<file path="config.mk">
export PLATFORM = sky130hd
export DESIGN_NAME = seq_mod_unit
export DESIGN_NICKNAME = d
export VERILOG_FILES = /design/src/rtl/seq_mod_unit.sv
export SDC_FILE = /design/constraint.sdc
export NUM_CORES = 1
export LEC_CHECK = 0
export ABC_AREA = 1
export ABC_CLOCK_PERIOD_IN_PS = 5900
export BUFFER_PORTS_ARGS = -buffer_cell sky130_fd_sc_hd__buf_2
export CORE_ASPECT_RATIO = 0.75
export CORE_UTILIZATION = 37
export CTS_BUF_LIST = sky130_fd_sc_hd__clkbuf_8
export DETAILED_ROUTE_END_ITERATION = 16
export GPL_TIMING_DRIVEN = 0
export PLACE_DENSITY = 0.56
export SLEW_MARGIN = 10
export SYNTH_ARGS = -nofsm -noshare
export SYNTH_HDL_FRONTEND = slang
export SYNTH_SLANG_ARGS = --single-unit
</file>
<file path="constraint.sdc">
create_clock -name Clk -period 5.9 [get_ports Clk]
set_clock_uncertainty 0.15 [all_clocks]
set_input_delay 0.295 -clock Clk [delete_from_list [all_inputs] [get_ports Clk]]
set_output_delay 0.295 -clock Clk [all_outputs]
set_load 0.02 [all_outputs]
</file>
<file path="src/rtl/seq_mod_unit.sv">
// Multi-cycle unsigned restoring divider: one quotient bit per cycle, start/busy/done handshake.
// rem/quot/dz are registered and held until the next completed operation.
module seq_mod_unit #(
  parameter int DATAWIDTH = 64
) (
  input  logic                 Clk,
  input  logic                 Rst,
  input  logic                 start,
  input  logic [DATAWIDTH-1:0] a,
  input  logic [DATAWIDTH-1:0] c,
  output logic                 busy,
  output logic                 done,
  output logic [DATAWIDTH-1:0] rem,
  output logic [DATAWIDTH-1:0] quot,
  output logic                 dz
);

  localparam int CW = $clog2(DATAWIDTH + 1);

  localparam logic [1:0] IDLE = 2'd0;
  localparam logic [1:0] RUN  = 2'd1;
  localparam logic [1:0] FIN  = 2'd2;

  logic [1:0]           state_reg;
  logic [CW-1:0]        count_reg;
  logic [DATAWIDTH:0]   prem_reg;
  logic [DATAWIDTH-1:0] dvd_reg;
  logic [DATAWIDTH-1:0] div_reg;
  logic [DATAWIDTH-1:0] rem_reg;
  logic [DATAWIDTH-1:0] quot_reg;
  logic                 busy_reg;
  logic                 done_reg;
  logic                 dz_reg;

  logic [DATAWIDTH+1:0] trial;
  logic                 commit;
  logic [DATAWIDTH:0]   prem_next;
  logic                 accept;

  // Trial subtraction on the shifted partial remainder; the top bit is the borrow.
  assign trial     = {prem_reg, dvd_reg[DATAWIDTH-1]} - {2'b00, div_reg};
  assign commit    = ~trial[DATAWIDTH+1];
  assign prem_next = commit ? trial[DATAWIDTH:0]
                            : {prem_reg[DATAWIDTH-1:0], dvd_reg[DATAWIDTH-1]};

  // FIN accepts a new request so operations can run back to back.
  assign accept = start && !busy_reg && (state_reg == IDLE || state_reg == FIN);

  always_ff @(posedge Clk) begin
    if (!Rst) begin
      state_reg <= IDLE;
      count_reg <= '0;
      prem_reg  <= '0;
      dvd_reg   <= '0;
      div_reg   <= '0;
      rem_reg   <= '0;
      quot_reg  <= '0;
      busy_reg  <= 1'b0;
      done_reg  <= 1'b0;
      dz_reg    <= 1'b0;
    end else begin
      done_reg <= 1'b0;
      case (state_reg)
        IDLE: begin
          state_reg <= IDLE;
        end
        RUN: begin
          prem_reg  <= prem_next;
          dvd_reg   <= {dvd_reg[DATAWIDTH-2:0], commit};
          count_reg <= count_reg - CW'(1);
          if (count_reg == CW'(1)) begin
            state_reg <= FIN;
            busy_reg  <= 1'b0;
          end
        end
        FIN: begin
          // A zero divisor skips RUN, so dvd_reg still holds the dividend.
          if (div_reg == '0) begin
            rem_reg  <= dvd_reg;
            quot_reg <= '1;
            dz_reg   <= 1'b1;
          end else begin
            rem_reg  <= prem_reg[DATAWIDTH-1:0];
            quot_reg <= dvd_reg;
            dz_reg   <= 1'b0;
          end
          done_reg  <= 1'b1;
          busy_reg  <= 1'b0;
          state_reg <= IDLE;
        end
        default: begin
          state_reg <= IDLE;
          busy_reg  <= 1'b0;
        end
      endcase

      if (accept) begin
        dvd_reg   <= a;
        div_reg   <= c;
        prem_reg  <= '0;
        count_reg <= CW'(DATAWIDTH);
        busy_reg  <= 1'b1;
        state_reg <= (c == '0) ? FIN : RUN;
      end
    end
  end

  assign busy = busy_reg;
  assign done = done_reg;
  assign rem  = rem_reg;
  assign quot = quot_reg;
  assign dz   = dz_reg;

endmodule

</file>
---- Word level (Yosys, flattened, before mapping) ----
Cells that the tools add are included.
word-level totals
  bits in registers ....................... 333
  output and inout port bits .............. 131
  logic and storage cells ................. 46
cells by class
  bitwise logic cells ..................... 2
  muxes and demuxes ....................... 16
  $add $sub $neg .......................... 2
  equality and inequality tests ........... 5
  reduce and logical (&&, ||, !) cells .... 10
operators by type and width
  operator                                          count
  two-way mux 64 bit                                4
  zero test 64 bit                                  2
  subtractor 66 x 64 -> 66 bit                      1
  two-way mux 65 bit                                1
  two-way mux 7 bit                                 2
  two-way mux 2 bit                                 4
  == test 7 x 1 -> 1 bit, second input constant     1
  subtractor 7 x 1 -> 7 bit, second input constant  1
  two-way mux 1 bit                                 4
  inequality test 3 bit, second input constant      1
  == test 2 x 1 -> 1 bit, second input constant     1
  == test 2 bit, second input constant              1
  logical AND 1 bit                                 2
  zero test 2 bit                                   1
  inequality test 2 bit, second input constant      1
  inverter 1 bit                                    2
  case mux 1 bit (2 select lines)                   1
  AND reduction 2 bit                               1
  nonzero test 2 bit                                1
  OR reduction 2 bit                                1
  zero test 1 bit                                   1
  logical OR 1 bit                                  1

---- Depth between registers and ports, before layout ----
  depth in word-level cells ............... 5
  depth in mapped cells ................... 22
  gate-level depth less buffers ........... 20

---- Least setup slack after synthesis ----
No wires, ideal clock.
  kind .................................... register -> register
  from .................................... reg div_reg[7]
  to ...................................... reg prem_reg[0]
  arrival time ............................ 2.130 ns
  period minus slack after synthesis ...... 2.414 ns
  setup slack ............................. 3.486 ns
  setup time .............................. 0.134 ns
  cell stages (with the launch flop) ...... 20
  cells stage by stage .................... dfxtp_1 > inv_1 > ha_1 > nand2_1 > inv_1 > nand2_1 > nand2_1 > inv_1 > nand3_2 > nand2_1 > nand2_1 > nand2_1 > nand2_1 > nand2_2 > nand2_2 > nand2_2 > clkbuf_1 > nand3_1 > nand3_1 > a21oi_1
between the ends
  word-level cells in the longest chain between the ends .. 2
ends and longest elaborated chain
  item                          RTL line  text
  from (decl)                   28        logic [DATAWIDTH-1:0] div_reg;
  from (signal assigned)        55        div_reg <= '0;
  from (signal assigned)        99        div_reg <= c;
  subtractor 66 x 64 -> 66 bit  41        assign trial = {prem_reg, dvd_reg[DATAWIDTH-1]} - {2'b00, div_reg};
  two-way mux 65 bit            43        assign prem_next = commit ? trial[DATAWIDTH:0]
  to (signal assigned)          68        prem_reg <= prem_next;
  to (decl)                     26        logic [DATAWIDTH:0] prem_reg;
Every way passes these cells.
A chain may end at the register's enable or synchronous reset.

---- Final worst setup path ----
  from .................................... reg div_reg[31]
  to ...................................... reg rem_reg[61], in the netlist rem[61]
between the ends
  word-level cells in the longest chain between the ends .. 2
ends and longest elaborated chain
  item                  RTL line  text
  zero test 64 bit      78        if (div_reg == '0) begin
  two-way mux 64 bit    78
  to (signal assigned)  79        rem_reg <= dvd_reg;
  to (signal assigned)  83        rem_reg <= prem_reg[DATAWIDTH-1:0];
  to (decl)             29        logic [DATAWIDTH-1:0] rem_reg;
Every way passes these cells.

==> results.txt <==
----------------------------------------------------
[STA]
  Post-layout min period ... approximately 3.5 ns
  Worst hold slack after final layout ... ~0.036 ns
  Setup slack of the critical path after layout ... 2.42 ns
  Crit share post-route ... 59.0%
  Final hold viol count ... 0
  RSZ-0062 raised after global routing ... false
  Slew margin rel. ... a little over a fifth
  Final Slew Violations ... 0
  Worst Tran Pin Value ... approximately 1.2 ns
  Number of endpoints failing setup at the final stage ... 0
  Setup TNS ... 0 ns
  Peak clock frequency supported by timing ... between 0.2 and 0.3 GHz

[Floorplan]
  Vertical die dimension ... a little over 200 um
  Area of the placeable core ... roughly 52000 sq um
  Count of standard-cell rows ... 72
  I/O pin cnt ... about 260
  Die area ... 54400 sq um
  Die Width ... about 270 um
  Starting density of the core ... between 30% and 40%

[Clock tree]
  Clk sinks ... approximately 330
  Number of hold buffers added after CTS ... around 130
  Skew-Pair Late Insertion Delay ... between 0.6 and 0.7 ns
  Post-CTS Repair Setup Buffers ... 0
  CTS tree ... done
  Clk Tree Root Cell ... sky130_fd_sc_hd__clkbuf_8
  Post_cts resized ... 0
  CTS buffer count ... 53
  H-Tree Level Count ... 2
  Clk pin slew, worst setup/hold paths ... 0.06 ns
  Bufs on Longest Clock Path ... 3

[Yosys]
  Number of unique standard cell types used by synthesis ... 39
  Register bit count reported by yosys ... 333
  Average footprint of a synthesized cell ... between 6 and 7 sq um
  Post-synth top area cell ... sky130_fd_sc_hd__dfxtp_1
  Number of instances in the synthesized netlist ... between 3000 and 4000
  Number of warnings issued by yosys ... 0
  Sequential share of the synthesized area ... about 34%
  Asr flop ratio synth ... 0%
  Area share of the largest cell type after synthesis ... about a third
  Most frequently used cell type in the post-synthesis netlist ... sky130_fd_sc_hd__nand2_1
  Synth cell count leaders ... 997 x sky130_fd_sc_hd__nand2_1, 475 x sky130_fd_sc_hd__inv_1, 367 x sky130_fd_sc_hd__a21oi_1
  Post-synth EDFFs ... 0
  Number of nets in the synthesized netlist ... between 3000 and 4000
  Most used flip-flop cell after synthesis ... sky130_fd_sc_hd__dfxtp_1
  Top area cells in the synthesized netlist ... sky130_fd_sc_hd__dfxtp_1 34%, sky130_fd_sc_hd__nand2_1 19%, sky130_fd_sc_hd__a21oi_1 9.3%
  Synth Cell Area ... 19800 sq um

[Power and ir drop]
  Int Pwr ... about 4.2 mW
  Power per cell area ... 290 nW/um^2
  Net switching fraction of the power ... roughly two fifths
  Highest ir drop seen on vdd ... 0.149 mV
  Sequential Power Share ... a little over a third
  Final Power ... between 7 and 8 mW
  Lkg Pwr ... roughly 12 nW
  Clock network power share ... between 30% and 40%
  Relative contribution of combinational cells to total power ... 34.5%
  Reported net switching power ... 2.86 mW

[Cells and area]
  Growth of design area from synthesis to finish ... 23.5%
  Fraction of layout cells with a size suffix above 1 ... around 11%
  FILL cells ... around 5700
  Flip-flop count of the largest register after layout ... 65
  Final Instance Count excl. Fillers ... 4374
  Footprint of the multi-input gates ... 10700 sq um
  FF+latch area ... approximately 6700 sq um
  Fin nets ... 3827

[Run status]
  Run status ... finished clean

[Route]
  Highest routed metal layer ... met4
  Residual antenna-violating net count after detailed routing ... 0
  Overall via count from detail_route ... 22293
  DRC violations left ... 0
  DR WL/cell ... between 15 and 20 um
  Metal1 wirelength ... approximately 40 mm
  Detailed Route Iter0 Violations ... between 2000 and 2500
  Met2 WL post-DR ... around 33 mm
  DRT Pass-1 Iters ... 6
  Routed via count divided by cell count ... 5.10
  Total routed wirelength ... 81.6 mm
  Detailed route wirelength on metal3 ... between 7 and 8 mm

[Critical path]
  Critical path, cell by cell ... nor4_1 -> nand3_1 -> nor2_1 -> nand2_1 -> inv_1 -> buf_2 -> clkbuf_1 -> o211ai_1 -> a21oi_1
  Nature of the critical path startpoint ... flop
  Slowest stage delay, CP ... roughly 0.9 ns
  Arr. time, crit path ... a little under 4 ns
  Kind of cell adding the most delay to the critical path ... simple AND/OR/NAND/NOR gates
  Top fanout value on the critical path ... 10
  Crit path buffers/inverters ... 3
  Category of the most critical setup path ... reg -> reg
  Worst EP required ... between 6 and 7 ns
  Cell type of the slowest stage on the worst timing path ... sky130_fd_sc_hd__nor4_1
  CP Capture Type ... flop

[Global routing]
  Initial antenna violation count ... 1
  Maximum number of pins on one net before global-route repair ... 15
  First-pass GRT wire length ... approximately 120 mm
  Vias in the first global route ... between 20000 and 25000
  Overall routing resource usage ... 29.4%
  Gr ovfl total ... 0

[Run]
  Number of violations of the max-capacitance limit ... 0

[Placed design]
  Global placer's final weighted congestion ... between 1 and 1.5
  IO buf count ... 261
  Count of placed standard cells including taps ... 4143
  Post-Place Worst Slack ... approximately 2.6 ns
  DP Wirelength ... around 65 mm

[Worst hold path]
  Path category of the worst min-delay check ... in -> reg

----------------------------------------------------
power by group through the flow:
stage	Clock [mW]	Combinational, mW	Sequential [mW]
after global routing	2.26	2.70	2.52
after global placement	0	2.30	2.56
after detailed placement	0	2.30	2.56
final	2.13	2.45	2.51
after floorplan	0	1.54	2.52
after CTS	2.17	2.39	2.51
cells in the final DEF (no fill, tap or decap), types with 33 or more instances in the layout:
master / count
sky130_fd_sc_hd__dlygate4sd3_1: 134
sky130_fd_sc_hd__a21oi_1: 367
sky130_fd_sc_hd__nor2_1: 152
sky130_fd_sc_hd__xor2_1: 33
sky130_fd_sc_hd__nand2_1: 997
sky130_fd_sc_hd__buf_2: 274
sky130_fd_sc_hd__clkbuf_8: 68
sky130_fd_sc_hd__inv_1: 487
sky130_fd_sc_hd__a31oi_1: 57
sky130_fd_sc_hd__dfxtp_1: 333
sky130_fd_sc_hd__clkbuf_1: 119
sky130_fd_sc_hd__ha_1: 66
sky130_fd_sc_hd__o21ai_0: 211
sky130_fd_sc_hd__nand3_1: 163
final cells by class:
cell class | count | area share (%)
multi-input combinational | 2215 | 43.8
sequential | 333 | 27.3
timing repair buffer | 395 | 10.8
inverter | 484 | 7.43
clock buffer | 68 | 3.83
tap | 703 | 3.60
buffer | 147 | 2.50
clock inverter | 27 | 0.773
antenna | 2 | 0.0205
per-stage QoR:
step / instance area, sq um / util [%]
2_1_floorplan: 19800 / -
6_report: 24400 / 46.9
3_5_place_dp: 22000 / 42.1
5_1_grt: 24400 / 46.9
4_1_cts: 24400 / 46.9
3_3_place_gp: 22000 / 42.1
per-layer routing:
metal,global-route usage (%),up-vias
met3,5.40,111
met1,44.0,10207
met2,42.9,896
li1,-,11079
met4,7.00,0
met5,0,-
logic make-up after synthesis:
group | count (synthesis) | synth area share (%)
AO/OA/AOI/OAI | 670 | 17.9
XOR/XNOR | 39 | 1.73
adder cells (fa/ha/maj) | 67 | 4.27
buffers and inverters | 631 | 12.3
flip-flops | 333 | 33.7
AND/OR/NAND/NOR | 1439 | 30.2
worst register-to-register path, cell delays in order, from the launching register on:
cell and delay, ns:
sky130_fd_sc_hd__dfxtp_1 0.40, sky130_fd_sc_hd__nor4_1 0.90, sky130_fd_sc_hd__nand3_1 0.23, sky130_fd_sc_hd__nor2_1 0.15
sky130_fd_sc_hd__nand2_1 0.15, sky130_fd_sc_hd__inv_1 0.09, sky130_fd_sc_hd__buf_2 0.38, sky130_fd_sc_hd__clkbuf_1 0.54
sky130_fd_sc_hd__o211ai_1 0.25, sky130_fd_sc_hd__a21oi_1 0.18
path summary, 6_finish.rpt:
check / startpoint / to / slack, ns / depth (start not counted)
worst max-delay path: div_reg[31] / rem[61] / 2.42 / 9
worst min-delay path: Rst / div_reg[5] / 0.04 / 4
worst max register to register: div_reg[31] / rem[61] / 2.42 / 9
worst min register to register: quot[28] / quot[28] / 0.31 / 2
Power figures use the tool's default switching activity.
